$ cat src/rtl/axis_uart_rx_os.sv
// ---------------------------------------------------------------------------
// axis_uart_rx_os
// Oversampling UART receiver with an AXI-Stream master output.
//
// A free-running baud-tick generator is re-aligned to every start edge. Each
// bit is sampled three times around its centre and the majority vote is used.
// Parity enable/type are latched at the start edge. Every word carries
// per-word status on tuser = {break, parity_err, frame_err}.
//
// Ports
//   aclk           : sole clock, rising edge
//   arstn          : asynchronous active-low reset
//   baud_div       : tick period minus one (tick every baud_div+1 cycles)
//   parity_ena     : 1 = a parity bit follows the data bits
//   parity_type    : 0 even, 1 odd, 2 mark, 3 space
//   rxd            : asynchronous serial line, idle high
//   m_axis_tdata   : received word, first line bit in the LSB
//   m_axis_tuser   : {break, parity_err, frame_err}
//   m_axis_tvalid  : word valid, held until accepted
//   m_axis_tready  : sink ready
//   overrun        : one-cycle pulse when a completed word had to be dropped
//   busy           : high while a frame is being received
// ---------------------------------------------------------------------------
module axis_uart_rx_os #(
   parameter int DATA_BITS   = 8,
   parameter int STOP_BITS   = 1,
   parameter int OVERSAMPLE  = 16,
   parameter int DIV_WIDTH   = 16,
   parameter int SYNC_STAGES = 2
) (
   input  logic                 aclk,
   input  logic                 arstn,
   input  logic [DIV_WIDTH-1:0] baud_div,
   input  logic                 parity_ena,
   input  logic [1:0]           parity_type,
   output logic [DATA_BITS-1:0] m_axis_tdata,
   output logic [2:0]           m_axis_tuser,
   output logic                 m_axis_tvalid,
   input  logic                 m_axis_tready,
   input  logic                 rxd,
   output logic                 overrun,
   output logic                 busy
);

   localparam int SC_W = $clog2(OVERSAMPLE);
   localparam int BC_W = $clog2(DATA_BITS);

   // Three vote points straddle the bit centre; the last one is where the
   // vote is resolved and acted upon.
   localparam logic [SC_W-1:0] SC_V0   = SC_W'(OVERSAMPLE/2 - 1);
   localparam logic [SC_W-1:0] SC_V1   = SC_W'(OVERSAMPLE/2);
   localparam logic [SC_W-1:0] SC_V2   = SC_W'(OVERSAMPLE/2 + 1);
   localparam logic [SC_W-1:0] SC_LAST = SC_W'(OVERSAMPLE - 1);
   localparam logic [BC_W-1:0] BC_LAST = BC_W'(DATA_BITS - 1);
   localparam logic            STOP_LAST = 1'(STOP_BITS - 1);

   typedef enum logic [2:0] {
      S_IDLE   = 3'd0,
      S_START  = 3'd1,
      S_DATA   = 3'd2,
      S_PARITY = 3'd3,
      S_STOP   = 3'd4,
      S_OUT    = 3'd5
   } state_t;

   state_t                 state_r;
   state_t                 state_nxt;

   logic [SYNC_STAGES-1:0] sync_r;
   logic                   rxs_s;
   logic                   rxp_r;

   logic [DIV_WIDTH-1:0]   div_cnt_r;
   logic                   tick_s;

   logic [SC_W-1:0]        sc_r;
   logic [BC_W-1:0]        bit_cnt_r;
   logic                   stop_cnt_r;
   logic [1:0]             samp_r;
   logic                   vote_s;
   logic                   vote_tick_s;
   logic                   wrap_s;
   logic                   start_det_s;

   logic                   par_en_r;
   logic [1:0]             par_type_r;
   logic                   par_bit_r;
   logic                   frame_err_r;
   logic [DATA_BITS-1:0]   shift_r;

   logic                   brk_s;
   logic                   perr_s;

   // Majority of three samples.
   function automatic logic maj3_f(input logic a, input logic b, input logic c);
      return (a & b) | (a & c) | (b & c);
   endfunction

   // Parity error for the received word and parity bit under the given mode.
   function automatic logic parity_err_f(input logic [DATA_BITS-1:0] d,
                                         input logic                 en,
                                         input logic [1:0]           ty,
                                         input logic                 p);
      logic r;
      case (ty)
         2'd0:    r = (^d) ^ p;
         2'd1:    r = ~((^d) ^ p);
         2'd2:    r = ~p;
         2'd3:    r = p;
         default: r = 1'b0;
      endcase
      if (en) begin
         return r;
      end else begin
         return 1'b0;
      end
   endfunction

   assign rxs_s       = sync_r[SYNC_STAGES-1];
   assign tick_s      = (div_cnt_r >= baud_div);
   assign vote_tick_s = tick_s && (sc_r == SC_V2);
   assign wrap_s      = tick_s && (sc_r == SC_LAST);
   assign vote_s      = maj3_f(samp_r[0], samp_r[1], rxs_s);

   // Break needs a parity vote of 0 only when a parity bit was present.
   assign brk_s  = (shift_r == '0) && (!par_en_r || !par_bit_r) && frame_err_r;
   assign perr_s = parity_err_f(shift_r, par_en_r, par_type_r, par_bit_r);

   // Input synchroniser and one-cycle delayed copy for edge detection.
   always_ff @(posedge aclk or negedge arstn) begin
      if (!arstn) begin
         sync_r <= '1;
         rxp_r  <= 1'b1;
      end else begin
         sync_r <= {sync_r[SYNC_STAGES-2:0], rxd};
         rxp_r  <= rxs_s;
      end
   end

   // Baud-tick generator, restarted on the start edge so ticks align to it.
   always_ff @(posedge aclk or negedge arstn) begin
      if (!arstn) begin
         div_cnt_r <= '0;
      end else if (start_det_s || tick_s) begin
         div_cnt_r <= '0;
      end else begin
         div_cnt_r <= div_cnt_r + DIV_WIDTH'(1);
      end
   end

   // FSM state register.
   always_ff @(posedge aclk or negedge arstn) begin
      if (!arstn) begin
         state_r <= S_IDLE;
      end else begin
         state_r <= state_nxt;
      end
   end

   // FSM next-state logic.
   always_comb begin
      state_nxt   = state_r;
      start_det_s = 1'b0;
      case (state_r)
         S_IDLE: begin
            if (rxp_r && !rxs_s) begin
               state_nxt   = S_START;
               start_det_s = 1'b1;
            end else begin
               state_nxt = S_IDLE;
            end
         end
         S_START: begin
            // A high vote means the edge was a glitch, not a start bit.
            if (vote_tick_s && vote_s) begin
               state_nxt = S_IDLE;
            end else if (wrap_s) begin
               state_nxt = S_DATA;
            end else begin
               state_nxt = S_START;
            end
         end
         S_DATA: begin
            if (wrap_s && (bit_cnt_r == BC_LAST)) begin
               if (par_en_r) begin
                  state_nxt = S_PARITY;
               end else begin
                  state_nxt = S_STOP;
               end
            end else begin
               state_nxt = S_DATA;
            end
         end
         S_PARITY: begin
            if (wrap_s) begin
               state_nxt = S_STOP;
            end else begin
               state_nxt = S_PARITY;
            end
         end
         S_STOP: begin
            // Leave right after the final vote so the next start edge,
            // which may come half a bit later, is not missed.
            if (vote_tick_s && (stop_cnt_r == STOP_LAST)) begin
               state_nxt = S_OUT;
            end else begin
               state_nxt = S_STOP;
            end
         end
         S_OUT: begin
            state_nxt = S_IDLE;
         end
         default: begin
            state_nxt = S_IDLE;
         end
      endcase
   end

   // Frame datapath: sample counter, vote samples, shift register and status.
   always_ff @(posedge aclk or negedge arstn) begin
      if (!arstn) begin
         sc_r        <= '0;
         bit_cnt_r   <= '0;
         stop_cnt_r  <= 1'b0;
         samp_r      <= 2'b11;
         par_en_r    <= 1'b0;
         par_type_r  <= 2'd0;
         par_bit_r   <= 1'b0;
         frame_err_r <= 1'b0;
         shift_r     <= '0;
      end else if (start_det_s) begin
         sc_r        <= '0;
         bit_cnt_r   <= '0;
         stop_cnt_r  <= 1'b0;
         par_en_r    <= parity_ena;
         par_type_r  <= parity_type;
         par_bit_r   <= 1'b0;
         frame_err_r <= 1'b0;
         shift_r     <= '0;
      end else begin
         if (tick_s && (state_r != S_IDLE) && (state_r != S_OUT)) begin
            if (sc_r == SC_LAST) begin
               sc_r <= '0;
            end else begin
               sc_r <= sc_r + SC_W'(1);
            end
            if (sc_r == SC_V0) begin
               samp_r[0] <= rxs_s;
            end
            if (sc_r == SC_V1) begin
               samp_r[1] <= rxs_s;
            end
         end
         case (state_r)
            S_DATA: begin
               if (vote_tick_s) begin
                  shift_r <= {vote_s, shift_r[DATA_BITS-1:1]};
               end
               if (wrap_s) begin
                  bit_cnt_r <= bit_cnt_r + BC_W'(1);
               end
            end
            S_PARITY: begin
               if (vote_tick_s) begin
                  par_bit_r <= vote_s;
               end
            end
            S_STOP: begin
               if (vote_tick_s && !vote_s) begin
                  frame_err_r <= 1'b1;
               end
               if (wrap_s) begin
                  stop_cnt_r <= stop_cnt_r + 1'b1;
               end
            end
            default: begin
            end
         endcase
      end
   end

   // AXI-Stream output register, overrun pulse and busy flag.
   always_ff @(posedge aclk or negedge arstn) begin
      if (!arstn) begin
         m_axis_tdata  <= '0;
         m_axis_tuser  <= 3'b000;
         m_axis_tvalid <= 1'b0;
         overrun       <= 1'b0;
         busy          <= 1'b0;
      end else begin
         busy <= (state_nxt != S_IDLE);
         if (state_r == S_OUT) begin
            // A load coinciding with a handshake replaces the word directly.
            if (!m_axis_tvalid || m_axis_tready) begin
               m_axis_tdata  <= shift_r;
               m_axis_tuser  <= {brk_s, perr_s, frame_err_r};
               m_axis_tvalid <= 1'b1;
               overrun       <= 1'b0;
            end else begin
               overrun <= 1'b1;
            end
         end else begin
            overrun <= 1'b0;
            if (m_axis_tready) begin
               m_axis_tvalid <= 1'b0;
            end
         end
      end
   end

endmodule

$ cat config.mk
export PLATFORM = sky130hd
export DESIGN_NAME = axis_uart_rx_os
export DESIGN_NICKNAME = d
export VERILOG_FILES = /design/src/rtl/axis_uart_rx_os.sv
export SDC_FILE = /design/constraint.sdc
export NUM_CORES = 1
export LEC_CHECK = 0
export CAP_MARGIN = 20
export CORE_MARGIN = 1.5
export CORE_UTILIZATION = 56
export DETAILED_ROUTE_END_ITERATION = 8
export GPL_TIMING_DRIVEN = 0
export HOLD_SLACK_MARGIN = 0.02
export PLACE_DENSITY = 0.8
export SLEW_MARGIN = 40
export SYNTH_ARGS = -nofsm -noshare
export SYNTH_HDL_FRONTEND = slang
export SYNTH_SLANG_ARGS = --single-unit
$ cat constraint.sdc
create_clock -name aclk -period 3.3 [get_ports aclk]
set_clock_uncertainty 0.15 [all_clocks]
set_input_delay 0.66 -clock aclk [delete_from_list [all_inputs] [get_ports aclk]]
set_output_delay 0.66 -clock aclk [all_outputs]
set_load 0.05 [all_outputs]
==> flow_metrics.py <==
metrics = {
    "die": {
        "dieArea_sq_um": 6210,
        "start_util_pct": 58.1,
        "core-area_sq_um": 5540,
        "fp.dieW_um": 78.8,
        "die_h_um": 78.8,
        "pin_count": 37,
        "std_cell_rows": 27,
    },
    "power": {
        "vdd_drop_max_v": 0.000352,
        "power.clock.fraction_pct": 34.7,
        "intPower_mw": 1.30,
        "p_total_mw": 1.85,
        "switchingPower_uw": 545,
        "swShare_pct": 29.5,
        "power_density_nw_per_um2": 476,
        "combPwrFrac_pct": 18.1,
        "p_leak_nw": 1.87,
        "seqPwrFrac_pct": 47.2,
    },
    "worst_setup_path": {
        "start_kind": "primary input",
        "worstPathMaxFanout": 10,
        "arrival_ns": 3.24,
        "end_kind": "register",
        "path_cells": "clkdlybuf4s50_1 > inv_1 > ha_1 > nand4_1 > nor3_1 > or4b_4 > a311oi_4 > buf_6 > nand3_1 > o31ai_1",
        "path_delay_family": "simple AND/OR/NAND/NOR gates",
        "crit_path_top_delay_cell": "or4b_4",
        "worstPathRequired_ns": 3.38,
        "critPathBufInv": 3,
        "cp_slowest_stage_delay_ns": 0.53,
        "critPathKind": "primary input to register",
    },
    "clock_tree": {
        "cts.path.max_buffers": 2,
        "cts_sinks": 59,
        "cts_resized": 0,
        "clkTransAtPathRegs_ns": 0.07,
        "numCtsBuffers": 9,
        "cts_tree": "done",
        "htreeDepth": 3,
        "holdBufCountCts": 0,
        "cts_root_buf": "clkbuf_8",
        "insertion_delay_ns": 0.33,
        "postCtsSetupBuffers": 0,
    },
    "final_layout": {
        "final_cells": 445,
        "mostFrequentLayoutCells": "dfrtp_1 (54), clkdlybuf4s50_1 (35), nor2_1 (34), inv_1 (30), nand2_1 (27)",
        "diodes": 0,
        "area_growth_pct": 20.5,
        "final_core_util_pct": 70.0,
        "final_common_cell": "dfrtp_1",
        "fin_nets": 417,
        "drive_gt1_share_pct": 11.3,
    },
    "route": {
        "first_iter_violations": 193,
        "drt-pass1-iter-count": 4,
        "num_vias": 2492,
        "wl_per_cell_um": 14.5,
        "drc": 0,
        "drt_wl_total_um": 6430,
        "antenna_left": 0,
        "vias_per_cell": 5.60,
    },
    "grt": {
        "grt_overflow": 0,
        "antenna_found_initial": 0,
        "gr-usage-all-layers_pct": 23.3,
        "grt_max_degree": 40,
        "grt_pass1_vias": 2503,
        "grt_pass1_wl_um": 11200,
    },
    "sta": {
        "tightest_slew_ns": 0.662,
        "drv_slew": 0,
        "setup_violations": 0,
        "fin_crit_sh_pct": 95.7,
        "worst_slack_ns": 0.142,
        "final-hold-violation-count": 0,
        "hold_slack_ns": 0.0543,
        "finalCriticalPeriod_ns": 3.16,
        "max_freq_ghz": 0.317,
        "slew-limit-headroom_pct": 55.6,
        "rsz0062_at_grt": "false",
    },
    "placement": {
        "dpl.hpwl_um": 4800,
        "place_inst": 429,
        "routabilityCongestion": 0.885,
        "io_buffer_count": 36,
        "preCtsSetupSlack_ns": -0.204,
    },
    "logic_synthesis": {
        "syn_inst": 320,
        "synth_seq_cells": 59,
        "synth_area_sq_um": 3220,
        "synth_top_area_share_pct": 42.0,
        "ys_warn_count": 0,
        "synth_nets": 369,
        "synth_area_leaders": "dfrtp_1 (42%), ha_1 (10%), mux2_2 (4.2%), dfstp_2 (4.1%), nor2_1 (4.0%)",
        "ys_seq_area_share_pct": 46.1,
        "synth_top_area_cell": "dfrtp_1",
        "avgSynthCellArea_sq_um": 10.1,
        "synthDistinctLibCells": 43,
    },
    "hold_path": {
        "hold_class": "primary input to async pin",
    },
    "flow_run": {
        "maxCapViolations": 0,
    },
    "status": {
        "status": "complete, no violations",
    },
}
## Yosys cell counts, drive strengths merged
cell / number
nor2: 34
nor2b: 3
a2bb2oi: 1
dfrtp: 54
o211ai: 2
o41ai: 2
maj3: 1
or4: 1
mux2: 12
a21o: 2
dfstp: 5
nor4b: 2
a311oi: 1
nor3: 7
nand4b: 1
buf: 6
a2111oi: 1
o21ai: 5
nand2b: 4
o22ai: 1
or3: 2
o21a: 1
a211oi: 2
inv: 30
o31ai: 10
clkbuf: 2
or4b: 1
and3: 8
a22o: 2
a31oi: 4
a21oi: 10
nand3b: 2
mux2i: 1
nand2: 27
nand3: 17
xnor2: 9
xor2: 10
nand4: 10
ha: 26
a211o: 1
## routing by layer
metal  up-vias  GRT usage (%)  share of wire [%]
li1       1221              -                  -
met3        11           5.98                5.1
met2        80           39.6                 49
met5         -              0                  0
met4         0           8.95                2.1
met1      1180           28.6                 44
## final cells by class
type	count	area, sq um
buffer	8	56.3
clock buffer	9	124
clock inverter	7	68.8
fill	437	1660
inverter	30	113
multi-input combinational	223	1570
sequential	59	1480
tap	72	90.1
timing repair buffer	37	378
## path summary, 6_finish.rpt
| kind | startpoint | slack, ns | cells after the start | to |
|---|---|---|---|---|
| min in group aclk | sync_r[0] | 0.21 | 0 | sync_r[1] |
| max | baud_div[15] | 0.14 | 10 | shift_r[5] |
| max reg2reg | div_cnt_r[13] | 0.53 | 8 | shift_r[5] |
| min | arstn | 0.05 | 1 | m_axis_tdata[4] |
| max in group asynchronous | arstn | 2.39 | 2 | rxp_r |
| min reg2reg | sync_r[0] | 0.21 | 0 | sync_r[1] |
## logic make-up (layout without fill, tap and decap cells)
logic type | Yosys count | after routing | share of synthesized area [%]
fa+ha+maj | 27 | 27 | 10.4
simple gates | 119 | 119 | 18.0
mux | 13 | 13 | 4.51
compound gates | 45 | 45 | 10.6
buf+inv | 38 | 91 | 5.25
xor+xnor | 19 | 19 | 5.17
flops | 59 | 59 | 46.1
## sequential cells by signal, summed over array words and instances, names as in the netlist, 2 cells and up
register and count:
bit_cnt_r 3, div_cnt_r 16, m_axis_tdata 8, m_axis_tuser 3, par_type_r 2, samp_r 2, sc_r 4, shift_r 8
state_r 3, sync_r 2
## worst reg2reg max path: stages (launching register included)
cell	delay, ns
dfrtp_1	0.43
ha_1	0.32
nand4_1	0.16
nor3_1	0.20
or4b_4	0.53
a311oi_4	0.49
buf_6	0.21
nand3_1	0.09
o31ai_1	0.10
## power groups by stage
| stage | clock, mW | sequential, mW | combinational [mW] |
|---|---|---|---|
| floorplan | 0 | 0.862 | 0.235 |
| finish | 0.641 | 0.871 | 0.333 |
| detailed placement | 0 | 0.881 | 0.335 |
| CTS | 0.649 | 0.870 | 0.336 |
| global placement | 0 | 0.879 | 0.312 |
| global route | 0.684 | 0.882 | 0.382 |
## stage by stage
step / setup TNS, ns / area, sq um
after floorplan: 0 / 3220
after global placement: -25.28 / 3670
after detailed placement: -3.70 / 3690
after CTS: 0 / 3880
after global routing: 0 / 3880
final: 0 / 3880
(Power assumes the default switching activity.)
